`src/rtl/axis_uart_framer.sv`:
```
// AXI-Stream to UART transmit framer: each 8-bit beat leaves as a command byte
// (carrying TLAST) followed by the data byte, and completed packets are counted.
module axis_uart_framer #(
    parameter logic [7:0] CMD_LAST  = 8'h01,
    parameter logic [7:0] CMD_MORE  = 8'h00,
    parameter int         PKT_CNT_W = 16
) (
    input  logic                 clk,
    input  logic                 rst,
    input  logic                 s_axis_tvalid,
    output logic                 s_axis_tready,
    input  logic [7:0]           s_axis_tdata,
    input  logic                 s_axis_tlast,
    output logic                 uart_tx_valid,
    input  logic                 uart_tx_ready,
    output logic [7:0]           uart_tx_data,
    output logic [PKT_CNT_W-1:0] pkt_count,
    output logic                 busy
);

    // Handshakes: a beat is taken when s_axis_tvalid && s_axis_tready, a byte
    // leaves when uart_tx_valid && uart_tx_ready; once raised, uart_tx_valid and
    // uart_tx_data hold until that byte transfers.
    typedef enum logic [1:0] {
        IDLE      = 2'd0,
        SEND_CMD  = 2'd1,
        SEND_DATA = 2'd2
    } state_t;

    state_t               state;
    state_t               state_next;
    logic [7:0]           held_data;
    logic                 held_last;
    logic [PKT_CNT_W-1:0] pkt_count_q;

    always_ff @(posedge clk) begin
        if (!rst) begin
            state       <= IDLE;
            held_data   <= 8'h00;
            held_last   <= 1'b0;
            pkt_count_q <= '0;
        end else begin
            state <= state_next;
            if (state == IDLE && s_axis_tvalid) begin
                held_data <= s_axis_tdata;
                held_last <= s_axis_tlast;
            end
            if (state == SEND_DATA && uart_tx_ready && held_last) begin
                pkt_count_q <= pkt_count_q + PKT_CNT_W'(1);
            end
        end
    end

    always_comb begin
        state_next = state;
        case (state)
            IDLE:      if (s_axis_tvalid) state_next = SEND_CMD;
            SEND_CMD:  if (uart_tx_ready) state_next = SEND_DATA;
            SEND_DATA: if (uart_tx_ready) state_next = IDLE;
            default:   state_next = IDLE;
        endcase
    end

    // Every output decodes registers only, so no input reaches an output combinationally.
    assign s_axis_tready = (state == IDLE);
    assign busy          = (state != IDLE);
    assign uart_tx_valid = (state == SEND_CMD) || (state == SEND_DATA);
    assign uart_tx_data  = (state == SEND_CMD) ? (held_last ? CMD_LAST : CMD_MORE) : held_data;
    assign pkt_count     = pkt_count_q;

endmodule

```
`config.mk`:
```
export PLATFORM = sky130hd
export DESIGN_NAME = axis_uart_framer
export DESIGN_NICKNAME = d
export VERILOG_FILES = /design/src/rtl/axis_uart_framer.sv
export SDC_FILE = /design/constraint.sdc
export NUM_CORES = 1
export LEC_CHECK = 0
export ABC_AREA = 1
export BUFFER_PORTS_ARGS = -buffer_cell sky130_fd_sc_hd__buf_2
export CAP_MARGIN = 20
export CORE_MARGIN = 5
export CORE_UTILIZATION = 45
export CTS_CLUSTER_DIAMETER = 100
export CTS_CLUSTER_SIZE = 20
export DETAILED_ROUTE_END_ITERATION = 10
export MAX_ROUTING_LAYER = met4
export PLACE_DENSITY = 0.8
export SLEW_MARGIN = 5
export SYNTH_ARGS = -nofsm -noshare
export SYNTH_HDL_FRONTEND = slang
export SYNTH_SLANG_ARGS = --single-unit
```
`constraint.sdc`:
```
create_clock -name clk -period 1.3 [get_ports clk]
set_input_delay 0.065 -clock clk [delete_from_list [all_inputs] [get_ports clk]]
set_output_delay 0.065 -clock clk [all_outputs]
set_load 0.005 [all_outputs]
```
==> impl_metrics.env <==
export IMPL_setup_violations=24
export IMPL_avgRoutedWirePerCell_um=12.56
export IMPL_failed_checks="negative setup slack"
export IMPL_critPathMaxFanout=7
export IMPL_leakagePower_nw=0.8701
export IMPL_syn_num_nets=207
export IMPL_start_util=0.4746
export IMPL_grt_pass1_vias=1304
export IMPL_power_density_nw_per_um2=994.8
export IMPL_grt_max_degree=19
export IMPL_syn_to_final_growth_pct=39.53
export IMPL_postLayoutSetupSlackWorst_ps=-161.5
export IMPL_coreArea_um2=2781
export IMPL_synth_flop_cell="dfxtp_1"
export IMPL_drcViolationCount=0
export IMPL_slew_viol_final=0
export IMPL_netSwitchingFraction=0.3131
export IMPL_start_kind="register"
export IMPL_layout_common_cells="buf_2 (38), inv_1 (26), nor2_1 (26)"
export IMPL_synth_avg_cell_area_um2=6.947
export IMPL_antenna_found_initial=0
export IMPL_clk_path_buf_depth=2
export IMPL_ios=40
export IMPL_synth_top_area_frac=0.4095
export IMPL_yosys_warnings=0
export IMPL_layout_commonest_cell="buf_2"
export IMPL_synth_area_leaders="dfxtp_1 (41%), nor2_1 (10%), inv_1 (8.2%), nand2_1 (7.4%), a21oi_1 (6.4%)"
export IMPL_grt_pass1_wl_um=5816
export IMPL_cp_arrival_ps=1400
export IMPL_drive_above_1_share=0.3480
export IMPL_via_count=1376
export IMPL_final_nets=268
export IMPL_timing_fmax_ghz=0.6842
export IMPL_cp_end_kind="output port"
export IMPL_worstHoldStart="rst"
export IMPL_crit_start="state[0]$_SDFFE_PN0P_"
export IMPL_io_buffers=39
export IMPL_finalSetupTns_ps=-2017
export IMPL_root_buffer="clkbuf_4"
export IMPL_required_ps=1240
export IMPL_internal_power_mw=1.258
export IMPL_clk_latency_ps=340
export IMPL_r2r_start="state[0]$_SDFFE_PN0P_"
export IMPL_num_antenna_cells=0
export IMPL_synthDistinctLibCells=25
export IMPL_pwr_share_seq=0.496
export IMPL_wirelength_um=3528
export IMPL_rsz0062_at_grt="true"
export IMPL_cts_tree="built"
export IMPL_max_slew_margin=0.7788
export IMPL_ant_nets=0
export IMPL_synth_edf_count=0
export IMPL_syn_inst=190
export IMPL_ys_seq_elements=27
export IMPL_dieHeight_um=64.16
export IMPL_dieArea_um2=4117
export IMPL_first_pass_iters=4
export IMPL_synth_area_leader_cell="dfxtp_1"
export IMPL_clock_sinks=27
export IMPL_gp_congestion=0.8175
export IMPL_finalCriticalPeriod_ps=1462
export IMPL_peakVddDrop_uv=821.6
export IMPL_p_comb_frac=0.293
export IMPL_die_w_um=64.16
export IMPL_hold_viol=0
export IMPL_status="finished with violations"
export IMPL_numCtsBuffers=3
export IMPL_clock_skew_ps=2.973
export IMPL_synthArstFlopShare=0
export IMPL_clkPwrFrac=0.211
export IMPL_drt_iter0_drc=40
export IMPL_cap_violations=0
export IMPL_hold_path_depth=3
export IMPL_synth_seq_area_share=0.4095
export IMPL_period_share=1.124
export IMPL_rrSetupSlack_ps=-110
export IMPL_cts_clk_slew_worst_paths_ps=150
export IMPL_overflow=0
export IMPL_track_usage=0.1774
export IMPL_worstMarginPinSlew_ps=329.8
export IMPL_min_path_type="in -> reg"
export IMPL_ff2ff_path_depth=9
export IMPL_fp_row_count=19
export IMPL_syn_area_um2=1320
export IMPL_vias_per_cell=4.897
export IMPL_fin_area_um2=1842
export IMPL_hpwlAfterDp_um=2320
export IMPL_path_class="reg -> out"
export IMPL_p_sw_uw=573.7
export IMPL_place_area_um2=1622
export IMPL_cts_max_level=1
-- sequential cells by signal, indices dropped and copies added, names as in the netlist --
signal     cells
state          2
pkt_count     16
held_data      8
held_last      1
-- cell type report --
class	count	area, µm²
Fill cell	243	939.7
Multi-Input combinational cell	127	708.2
Sequential cell	27	543.0
Timing Repair Buffer	61	405.4
Inverter	31	116.4
Tap cell	31	38.79
Clock buffer	3	22.52
Clock inverter	1	7.507
-- power groups by stage --
stage | Clock [mW] | Combinational (mW) | Sequential, mW
after CTS | 0.391 | 0.461 | 0.907
after detailed placement | 0 | 0.385 | 0.921
after global routing | 0.435 | 0.593 | 0.915
after global placement | 0 | 0.377 | 0.920
after floorplan | 0 | 0.210 | 0.917
final | 0.387 | 0.537 | 0.909
-- critical path, stage by stage, from the launching register on --
cell and delay [ps]:
dfxtp_2 360, buf_6 120, ha_4 160, buf_4 170, nor2_2 130, buf_2 130
-- per-layer routing --
| layer | wire, µm | global-route usage |
|---|---|---|
| met1 | 1607 | 0.2213 |
| met2 | 1768 | 0.2940 |
| met3 | 113 | 0.03853 |
| met4 | 38 | 0.03817 |
| met5 | 0 | - |
-- cell families (layout without fill, tap and decap cells) --
family                     count (synthesis)  after routing  synth area share
and+or+nand+nor                           85             85            0.2806
muxes                                      1              1          0.008530
buffers and inverters                     36             96            0.1147
AOI/OAI and AO/OA                         35             35            0.1356
DFF                                       27             27            0.4095
adders and majority gates                  4              4           0.03792
xor gates and xnor gates                   2              2           0.01327
-- cells in the mapped netlist (2+ instances only) --
| master | n |
|---|---|
| nand2_1 | 26 |
| nand4_1 | 2 |
| dfxtp_1 | 27 |
| inv_1 | 29 |
| nor2_2 | 2 |
| nor2_1 | 36 |
| a21oi_1 | 17 |
| o21ai_0 | 16 |
| buf_6 | 2 |
| ha_1 | 4 |
| clkbuf_1 | 2 |
| nor3_1 | 4 |
| nand3_1 | 10 |
| nand2_2 | 2 |
-- worst paths after layout --
check,endpoint
worst max register to register,pkt_count[9]$_SDFFE_PN0P_
worst min-delay path,state[0]$_SDFFE_PN0P_
worst min register to register,held_data[3]$_SDFFE_PN0P_
worst max-delay path,uart_tx_data[7]
-- stage by stage --
stage	total power [mW]	worst slack [ps]	utilization	instances	hold WS [ps]
floorplan	1.127	6.895	-	190	231.7
global placement	1.297	-12.21	0.5830	267	330.0
detailed placement	1.306	-80.61	0.5830	267	331.1
CTS	1.759	-155.9	0.6419	280	14.60
global route	1.943	-232.1	0.6622	281	103.7
finish	1.832	-161.5	0.6622	281	107.2
-- timing repair --
action,in CTS,in global routing
resized for setup,14,23
hold buffers,8,1
hold endpoints to repair,8,1
setup buffers,1,0
pin swaps,1,0
endpoints found under the setup margin,32,36
Note: power is estimated with default switching activity, not from simulation.
